[config.mk]
export PLATFORM = sky130hd
export DESIGN_NAME = alpha_beta_predictor_core
export DESIGN_NICKNAME = d
export VERILOG_FILES = /design/src/rtl/alpha_beta_predictor_core.sv
export SDC_FILE = /design/constraint.sdc
export NUM_CORES = 1
export LEC_CHECK = 0
export ABC_AREA = 1
export CORE_UTILIZATION = 39
export CTS_CLUSTER_SIZE = 24
export DETAILED_ROUTE_END_ITERATION = 12
export GPL_TIMING_DRIVEN = 0
export MAX_ROUTING_LAYER = met4
export PLACE_DENSITY_LB_ADDON = 0.2
export SLEW_MARGIN = 5
export SYNTH_ARGS = -nofsm -noshare
export SYNTH_HDL_FRONTEND = slang
export SYNTH_SLANG_ARGS = --single-unit
[constraint.sdc]
create_clock -name clock -period 6.4 [get_ports clock]
set_input_delay 0.64 -clock clock [delete_from_list [all_inputs] [get_ports clock]]
set_output_delay 0.64 -clock clock [all_outputs]
set_load 0.02 [all_outputs]
[src/rtl/alpha_beta_predictor_core.sv]
// Alpha-beta tracking predictor: latch -> update -> predict -> output phases,
// each advanced by a single-cycle trigger strobe.
module alpha_beta_predictor_core #(
    parameter int DATA_W      = 16,
    parameter int ALPHA_SHIFT = 2,
    parameter int BETA_SHIFT  = 4
) (
    input  logic                     clock,
    input  logic                     reset,
    input  logic                     latch_trigger,
    input  logic                     update_trigger,
    input  logic                     predict_trigger,
    input  logic                     output_trigger,
    input  logic signed [DATA_W-1:0] meas_in,
    input  logic                     meas_valid,
    output logic signed [DATA_W-1:0] pred_out,
    output logic                     pred_valid,
    output logic signed [DATA_W:0]   residual_out,
    output logic                     sat_flag,
    output logic                     seq_error
);

    localparam int SW = DATA_W + 2;
    localparam logic signed [SW-1:0] MAX_V = {3'b000, {(DATA_W-1){1'b1}}};
    localparam logic signed [SW-1:0] MIN_V = {3'b111, {(DATA_W-1){1'b0}}};

    typedef enum logic [1:0] {
        WAIT_LATCH,
        WAIT_UPDATE,
        WAIT_PRED,
        WAIT_OUT
    } state_t;

    state_t                    state_q, state_d;
    logic signed [DATA_W-1:0]  z_q, z_d;
    logic                      zv_q, zv_d;
    logic                      init_done_q, init_done_d;
    logic signed [DATA_W-1:0]  x_est_q, x_est_d;
    logic signed [DATA_W-1:0]  v_est_q, v_est_d;
    logic signed [DATA_W-1:0]  x_pred_q, x_pred_d;
    logic signed [DATA_W-1:0]  pred_out_q, pred_out_d;
    logic                      pred_valid_q, pred_valid_d;
    logic signed [DATA_W:0]    residual_q, residual_d;
    logic                      sat_flag_q, sat_flag_d;
    logic                      seq_error_q, seq_error_d;

    logic signed [DATA_W:0]    resid;
    logic signed [DATA_W:0]    r_alpha;
    logic signed [DATA_W:0]    r_beta;
    logic signed [SW-1:0]      est_sum;
    logic signed [SW-1:0]      vel_sum;
    logic signed [SW-1:0]      pred_sum;
    logic                      multi_strobe;

    function automatic logic signed [DATA_W-1:0] sat(input logic signed [SW-1:0] v);
        if (v > MAX_V)      sat = {1'b0, {(DATA_W-1){1'b1}}};
        else if (v < MIN_V) sat = {1'b1, {(DATA_W-1){1'b0}}};
        else                sat = v[DATA_W-1:0];
    endfunction

    function automatic logic clamps(input logic signed [SW-1:0] v);
        clamps = (v > MAX_V) || (v < MIN_V);
    endfunction

    always_comb begin
        resid    = {z_q[DATA_W-1], z_q} - {x_pred_q[DATA_W-1], x_pred_q};
        r_alpha  = resid >>> ALPHA_SHIFT;
        r_beta   = resid >>> BETA_SHIFT;
        est_sum  = {{2{x_pred_q[DATA_W-1]}}, x_pred_q} + {r_alpha[DATA_W], r_alpha};
        vel_sum  = {{2{v_est_q[DATA_W-1]}}, v_est_q} + {r_beta[DATA_W], r_beta};
        pred_sum = {{2{x_est_q[DATA_W-1]}}, x_est_q} + {{2{v_est_q[DATA_W-1]}}, v_est_q};
        multi_strobe = $countones({latch_trigger, update_trigger,
                                   predict_trigger, output_trigger}) > 1;
    end

    always_comb begin
        state_d      = state_q;
        z_d          = z_q;
        zv_d         = zv_q;
        init_done_d  = init_done_q;
        x_est_d      = x_est_q;
        v_est_d      = v_est_q;
        x_pred_d     = x_pred_q;
        pred_out_d   = pred_out_q;
        pred_valid_d = 1'b0;
        residual_d   = residual_q;
        sat_flag_d   = sat_flag_q;
        seq_error_d  = seq_error_q;

        if (multi_strobe) begin
            seq_error_d = 1'b1;
            state_d     = WAIT_LATCH;
        end else if (latch_trigger) begin
            // A lone latch is always honoured; outside WAIT_LATCH it is a resync.
            z_d     = meas_in;
            zv_d    = meas_valid;
            state_d = WAIT_UPDATE;
            if (state_q != WAIT_LATCH) seq_error_d = 1'b1;
        end else if (update_trigger) begin
            if (state_q == WAIT_UPDATE) begin
                state_d = WAIT_PRED;
                if (zv_q && !init_done_q) begin
                    x_est_d     = z_q;
                    v_est_d     = '0;
                    residual_d  = '0;
                    init_done_d = 1'b1;
                end else if (zv_q) begin
                    residual_d = resid;
                    x_est_d    = sat(est_sum);
                    v_est_d    = sat(vel_sum);
                    if (clamps(est_sum) || clamps(vel_sum)) sat_flag_d = 1'b1;
                end else begin
                    residual_d = '0;
                    if (init_done_q) x_est_d = x_pred_q;
                end
            end else begin
                seq_error_d = 1'b1;
                state_d     = WAIT_LATCH;
            end
        end else if (predict_trigger) begin
            if (state_q == WAIT_PRED) begin
                state_d  = WAIT_OUT;
                x_pred_d = sat(pred_sum);
                if (clamps(pred_sum)) sat_flag_d = 1'b1;
            end else begin
                seq_error_d = 1'b1;
                state_d     = WAIT_LATCH;
            end
        end else if (output_trigger) begin
            if (state_q == WAIT_OUT) begin
                state_d      = WAIT_LATCH;
                pred_out_d   = x_pred_q;
                pred_valid_d = init_done_q;
            end else begin
                seq_error_d = 1'b1;
                state_d     = WAIT_LATCH;
            end
        end
    end

    always_ff @(posedge clock) begin
        if (reset) begin
            state_q      <= WAIT_LATCH;
            z_q          <= '0;
            zv_q         <= 1'b0;
            init_done_q  <= 1'b0;
            x_est_q      <= '0;
            v_est_q      <= '0;
            x_pred_q     <= '0;
            pred_out_q   <= '0;
            pred_valid_q <= 1'b0;
            residual_q   <= '0;
            sat_flag_q   <= 1'b0;
            seq_error_q  <= 1'b0;
        end else begin
            state_q      <= state_d;
            z_q          <= z_d;
            zv_q         <= zv_d;
            init_done_q  <= init_done_d;
            x_est_q      <= x_est_d;
            v_est_q      <= v_est_d;
            x_pred_q     <= x_pred_d;
            pred_out_q   <= pred_out_d;
            pred_valid_q <= pred_valid_d;
            residual_q   <= residual_d;
            sat_flag_q   <= sat_flag_d;
            seq_error_q  <= seq_error_d;
        end
    end

    assign pred_out     = pred_out_q;
    assign pred_valid   = pred_valid_q;
    assign residual_out = residual_q;
    assign sat_flag     = sat_flag_q;
    assign seq_error    = seq_error_q;

endmodule

==> metrics.md, run 1 <==
| Metric | Value |
|---|---|
| Fin. Hold Viols | `0` |
| Row cnt | `50` |
| Syn nets | `1169` |
| Ports | `around 60` |
| Setup violators final | `0` |
| Num CTS Buffers | `9` |
| Setup crit start kind | `flip-flop` |
| R2R Path Start | `x_pred_q[1]` |
| CTS tree | `yes` |
| Worst path most repeated cell | `nand2_1` |
| F_max | `0.2203 GHz` |
| Final slew viol count | `0` |
| Initial antenna violation count | `0` |
| GRT overflow | `0` |
| Clk root buf | `clkbuf_16` |
| Final GP Congestion | `0.9388` |
| Period utilization | `0.7092` |
| Max Clock Skew | `slightly above 0.01 ns` |
| Post-CTS setup buffers | `0` |
| NumNets Final | `1238` |
| ANT nets after route | `0` |
| Crit path launch | `x_pred_q[1]` |
| Placed insts | `1389` |
| Max-cap viol count | `0` |
| RSZ-0062 raised after global routing | `false` |
| WS Path Type | `flip-flop to flip-flop` |
| Final wirelength | `roughly 23000 um` |
| Antenna Cells | `0` |
| Die width | `roughly 140 um` |
| Worst path top cell family by delay | `simple AND/OR/NAND/NOR gates` |
| Layout cell share with drive strength beyond 1 | `0.1004` |
| Clock-pin slew on the worst setup and hold paths | `0.08 ns` |
| Setup_tns | `0 ns` |
| Worst min path class | `flip-flop to flip-flop` |
| Maximum clock path buffer count | `2` |
| Via count | `between 7000 and 8000` |
| Hold-fix buffers, CTS | `0` |
| Worst-margin pin slew | `between 1 and 1.5 ns` |
| Post-DP HPWL | `about 19000 um` |
| CP Max Fanout | `10` |
| Register bit total from synthesis | `about 100` |
| Synthesis Warnings | `0` |
| Synth top area cells | `dfxtp_1 (27%), nand2_1 (13%), ha_1 (11%)` |
| Largest net degree at the start of global routing | `20` |
| Setup crit end | `v_est_q[1]` |
| R2R setup slack | `between 1.5 and 2 ns` |
| Resize count post-CTS | `0` |
| Routed length per instance | `about 17 um` |
| Minimum clock period | `4.539 ns` |
| Pleak | `slightly above 0.004 uW` |
| Slowest CP cell | `xor2_1` |
| Area grow syn2layout | `15.66%` |
| Unique masters post-synth | `55` |
| Area leader, netlist | `dfxtp_1` |
| GRT Total Usage | `0.2476` |
| FF-to-FF End | `v_est_q[1]` |
| # port buffers | `58` |
| Total power | `around 1800 uW` |
| Buffers and inverters on the worst path | `3` |
| Number of global-route vias before repair | `roughly 7000` |
| Power Density | `~210 nW/um^2` |
| Post-synth top area share | `0.2723` |
| Layout Cells excl Fill | `approximately 1400` |
| Worst skew pair latency | `around 0.35 ns` |
| CP Capture Type | `flip-flop` |
| Sequential share of the synthesized area | `0.2723` |
| Max_slew headroom | `0.2555` |
| Mean Syn Cell Area | `between 7 and 8 um^2` |
| Crit path required time | `~6.7 ns` |
| Vias per cell | `approximately 5` |
| Core area | `~19000 um^2` |
| Peak VDD IR | `0.1166 mV` |
| Outcome | `finished, final reports clean` |
| Mapped Cells | `between 1000 and 1500` |
| Levels on crit path | `22` |
| H-tree Lvls | `3` |
| CP arrival | `between 4 and 5 ns` |
| Drt pass-1 iters | `5` |
| DRC Markers | `0` |
| Die height | `142.0 um` |
| Iter 0 DRT Violations | `~450` |
| First-pass GRT wire length | `between 30000 and 40000 um` |
| Critical path cell sequence | `inv_1 > ha_1 > nand2_1 > o21ai_2 > nand2_1 > nand2_1 > a21oi_1 > o21ai_2 > xor2_1 > ha_1 > nand2_1 > inv_1 > a21oi_1 > nand2_1 > nand2_1 > nand3_1 > nand2_2 > nor2_4 > nor2_4 > buf_4 > nand2_1 > a21oi_1` |
| R2R cell count | `22` |
| Mapped cell area | `approximately 7600 um^2` |
| CTS sink cnt | `roughly 100` |
| Die area | `between 20000 and 25000 um^2` |
| Starting Density | `0.4033` |
| Crit-path max cell delay | `about 0.90 ns` |
| Final Util | `0.4665` |
## worst register-to-register path: stages, from the launching register on
cell and delay, ns:
dfxtp_1 0.48, inv_1 0.14, ha_1 0.30, nand2_1 0.06, o21ai_2 0.19, nand2_1 0.07
nand2_1 0.11, a21oi_1 0.11, o21ai_2 0.27, xor2_1 0.90, ha_1 0.43, nand2_1 0.10
inv_1 0.04, a21oi_1 0.13, nand2_1 0.12, nand2_1 0.10, nand3_1 0.13, nand2_2 0.14
nor2_4 0.05, nor2_4 0.16, buf_4 0.21, nand2_1 0.07, a21oi_1 0.15
## where the power goes
| group | internal (uW) | switching, uW |
|---|---|---|
| logic | 202 | 421 |
| registers | 656 | 9.80 |
| clock network | 273 | 278 |
| total | 1130 | 709 |
## cell type report
| type | count | area, um^2 |
|---|---|---|
| sequential | 104 | 2082 |
| clock inverter | 7 | 66.31 |
| tap | 260 | 325.3 |
| buffer | 31 | 202.7 |
| clock buffer | 9 | 225.2 |
| inverter | 122 | 465.4 |
| fill | 1929 | 10110 |
| multi-input combinational | 814 | 4895 |
| timing repair buffer | 58 | 580.6 |
## per-stage QoR
stage	setup WS (ns)	hold WS [ns]	instance area [um^2]
global placement	2.002	0.4548	8551
CTS	1.905	0.4682	8842
finish	1.861	0.4655	8842
detailed placement	1.937	0.4528	8551
global route	1.554	0.4852	8842
floorplan	2.968	0.4479	7645
## worst min-delay path by stage
stage | cells after the start | slack (ns) | endpoint | start
after floorplan | 2 | 0.45 | x_est_q[0] | x_est_q[0]
after CTS | 2 | 0.47 | residual_out[16] | residual_out[16]
after global routing | 2 | 0.49 | sat_flag | sat_flag
after global placement | 2 | 0.45 | residual_out[16] | residual_out[16]
final | 2 | 0.47 | sat_flag | sat_flag
after detailed placement | 2 | 0.45 | sat_flag | sat_flag
## registers in the layout (all words and copies together), names as in the netlist, 2 cells and up
register and cells:
residual_out 17, x_pred_q 16, pred_out 16, state_q 2, z_q 16, x_est_q 16, v_est_q 16
## logic make-up after synthesis
| family | after synthesis | share of synthesized area |
|---|---|---|
| adders and majority gates | 75 | 0.1277 |
| DFF | 104 | 0.2723 |
| xor gates and xnor gates | 48 | 0.05499 |
| buffers and inverters | 153 | 0.08740 |
| AOI/OAI and AO/OA | 267 | 0.2142 |
| and+or+nand+nor | 424 | 0.2434 |
## layout by cell type, fill, tap and decap left out, types with 5 or more instances in the layout
cell	netlist	layout
a21oi_1	122	122
o211ai_1	9	9
xor2_1	29	29
nor2_4	5	5
clkbuf_16	0	9
nand2_1	266	266
inv_1	110	110
fa_1	5	5
inv_2	9	9
o21ai_0	57	57
a21oi_2	9	9
a31oi_1	21	21
dfxtp_1	104	104
nand2_2	17	17
o21ai_2	12	12
o21bai_1	9	9
xnor2_1	19	19
nor2_1	70	70
clkdlybuf4s50_1	0	58
ha_1	70	70
nand3_1	32	32
a211oi_2	10	10
clkbuf_1	17	17
## synth_stat cells (all sizes together)
cell,instances
and3,1
buf,8
a211oi,11
o211ai,10
dlygate4sd3,1
and2,4
a21o,3
or2,7
o21a,1
fa,5
a22oi,2
ha,70
xnor2,19
o21ai,70
a2bb2oi,2
a21boi,1
a221oi,3
nand3,34
clkbuf,22
inv,122
nor3,6
a21oi,132
a311oi,2
a31oi,21
nor4,2
nand2,286
nor2,79
nand4,4
dfxtp,104
xor2,29
o21bai,9
nand3b,1
## layer usage
layer	routed length, um	global-route usage
met1	11050	0.3298
met2	10030	0.3736
met3	1136	0.03163
met4	1003	0.1109
met5	0	-
No activity file was read; power rests on OpenSTA's default activity.
==> inputs of run 2 (changes only) <==
Clock period 6.4 ns to 4 ns, I/O delays scaled along.
==> metrics.md, run 2 (synthesis gave the netlist of run 1 again) <==
| Metric | Value |
|---|---|
| CTS tree | `yes` |
| Maximum clock path buffer count | `2 (unchanged)` |
| Starting Density | `0.4033 (unchanged)` |
| Die height | `142.0 um (unchanged)` |
| Final slew viol count | `0 (unchanged)` |
| Period utilization | `0.9425 (+0.2332)` |
| Minimum clock period | `3.770 ns (-0.7692 ns)` |
| Die area | `20170 um^2 (unchanged)` |
| Power Density | `338.7 nW/um^2 (+63%)` |
| Pleak | `0.004129 uW (+2.6%)` |
| WS Path Type | `flip-flop to flip-flop` |
| Clock-pin slew on the worst setup and hold paths | `0.08 ns (about the same)` |
| Peak VDD IR | `0.1980 mV (+70%)` |
| NumNets Final | `1251 (+1.1%)` |
| H-tree Lvls | `3 (unchanged)` |
| First-pass GRT wire length | `37070 um (+0.84%)` |
| Final WS setup | `0.2300 ns (-1.631 ns)` |
| Drt pass-1 iters | `5 (unchanged)` |
| Max Clock Skew | `0.01021 ns (-0.0001693 ns)` |
| Most common cell after layout, fill and taps aside | `nand2_1` |
| Area grow syn2layout | `23.88%` |
| Die width | `142.0 um (unchanged)` |
| CP Max Fanout | `5 (-5)` |
| Row cnt | `50 (unchanged)` |
| Fin. Hold Viols | `0 (unchanged)` |
| Total power | `3208 uW (+74%)` |
| Antenna Cells | `0 (unchanged)` |
| Layout cell share with drive strength beyond 1 | `0.1649 (+0.06450)` |
| Max_slew headroom | `0.5342 (+0.2787)` |
| Routed length per instance | `16.88 um (+2.1%)` |
| Setup_tns | `0 ns (unchanged)` |
| Commonest non-fill, non-tap cells in the layout | `nand2_1 (262), a21oi_1 (118), inv_1 (103), dfxtp_1 (98), nor2_1 (69)` |
| Vias per cell | `5.168 (+0.48%)` |
| Iter 0 DRT Violations | `431 (-3.1%)` |
| CTS sink cnt | `104 (unchanged)` |
| Outcome | `finished, final reports clean` |
| CP Capture Type | `flip-flop` |
| Ports | `59 (unchanged)` |
| Placed Area | `8551 um^2 (unchanged)` |
| Clk root buf | `clkbuf_16` |
| Largest net degree at the start of global routing | `20 (unchanged)` |
| GRT Total Usage | `0.2497 (+0.002067)` |
| Core area | `18960 um^2 (unchanged)` |
| Worst Setup Slack post-DPL | `-0.4625 ns (-2.400 ns)` |
| Hold_ws | `0.4654 ns (-0.00001800 ns)` |
| ANT nets after route | `0 (unchanged)` |
| Worst-margin pin slew | `0.6987 ns (-0.4143 ns)` |
| Worst min path class | `flip-flop to flip-flop` |
| Max FFs per register | `17 (unchanged)` |
| Crit path required time | `4.28 ns (-2.40 ns)` |
| # port buffers | `58 (unchanged)` |
| Post-DP HPWL | `18770 um (unchanged)` |
| F_max | `0.2653 GHz (+20%)` |
| Setup violators final | `0 (unchanged)` |
| Initial antenna violation count | `0 (unchanged)` |
| Via count | `7328 (+1.4%)` |
| Number of global-route vias before repair | `7059 (+0.60%)` |
| Final GP Congestion | `0.9388 (unchanged)` |
| Design Area, Final | `9470 um^2 (+7.1%)` |
| Final wirelength | `23940 um (+3.1%)` |
| DRC Markers | `0 (unchanged)` |
| GRT overflow | `0 (unchanged)` |
| Setup crit start kind | `flip-flop` |
| Worst skew pair latency | `0.36 ns (about the same)` |
| CP arrival | `4.05 ns (-0.77 ns)` |
| Max-cap viol count | `0 (unchanged)` |
| Num CTS Buffers | `9 (unchanged)` |
## run 2: changes by cell type in the layout (fill, tap and decap cells not counted), moves of 5 or more
cell / previous run / this run
dfxtp_1: 104 / 98
inv_2: 9 / 15
ha_4: 0 / 24
buf_4: 3 / 13
ha_1: 70 / 45
dfxtp_2: 0 / 5
inv_1: 110 / 103
xor2_1: 29 / 22
## run 2: worst max-delay path: stages (launching register included)
cell     delay [ns]
dfxtp_1        0.39
inv_2          0.10
ha_4           0.30
nand2_1        0.09
o21a_1         0.21
nand2_2        0.12
a21oi_4        0.10
o21ai_4        0.20
buf_4          0.17
xor2_4         0.19
buf_4          0.18
ha_1           0.25
nand2_1        0.07
nand2_1        0.06
nand2_1        0.06
nand2_1        0.08
a21oi_2        0.22
nand2_2        0.08
nand2_2        0.08
nand2_4        0.09
nor2_4         0.21
nor2_2         0.10
nand2_1        0.08
nand4_1        0.09
a21oi_1        0.15
## run 2: metrics by stage
step / cells / util
CTS: 1409 / 0.4734
global placement: 1389 / 0.4511
finish: 1418 / 0.4996
detailed placement: 1389 / 0.4511
floorplan: 1071 / -
global route: 1418 / 0.4996
## run 2: final cells by class
cell class	instances	area, um^2
fill	1852	9485
multi-input combinational	814	5384
sequential	104	2092
timing repair buffer	71	703.2
inverter	122	467.9
tap	260	325.3
clock buffer	9	225.2
buffer	31	206.4
clock inverter	7	66.31
## run 2: routing by layer
metal | vias to the layer above | share of wire | track usage
met5 | - | 0 | -
met4 | 0 | 0.039 | 0.1064
met3 | 44 | 0.051 | 0.03197
met2 | 210 | 0.44 | 0.3826
met1 | 3353 | 0.47 | 0.3299
li1 | 3721 | - | -
## run 2: path summary, 6_finish.rpt
kind         cells after the start  slack (ns)   startpoint          to
min                              2        0.47     sat_flag    sat_flag
min reg2reg                      2        0.47     sat_flag    sat_flag
max reg2reg                     24        0.23  x_pred_q[5]  x_est_q[0]
max                             24        0.23  x_pred_q[5]  x_est_q[0]
## run 2: repair_timing
action / 4_1_cts / 5_1_grt
pin swaps: 2 / 9
setup endpoints to repair: 32 / 31
hold buffers: 0 / 0
gates resized for setup: 19 / 65
buffers inserted: 4 / 9
## run 2: power by group
group          internal [uW]  total [uW]  switching, uW
registers               1050        1070           20.6
clock network            437         882            445
logic                    498        1260            758
total                   1980        3210           1220
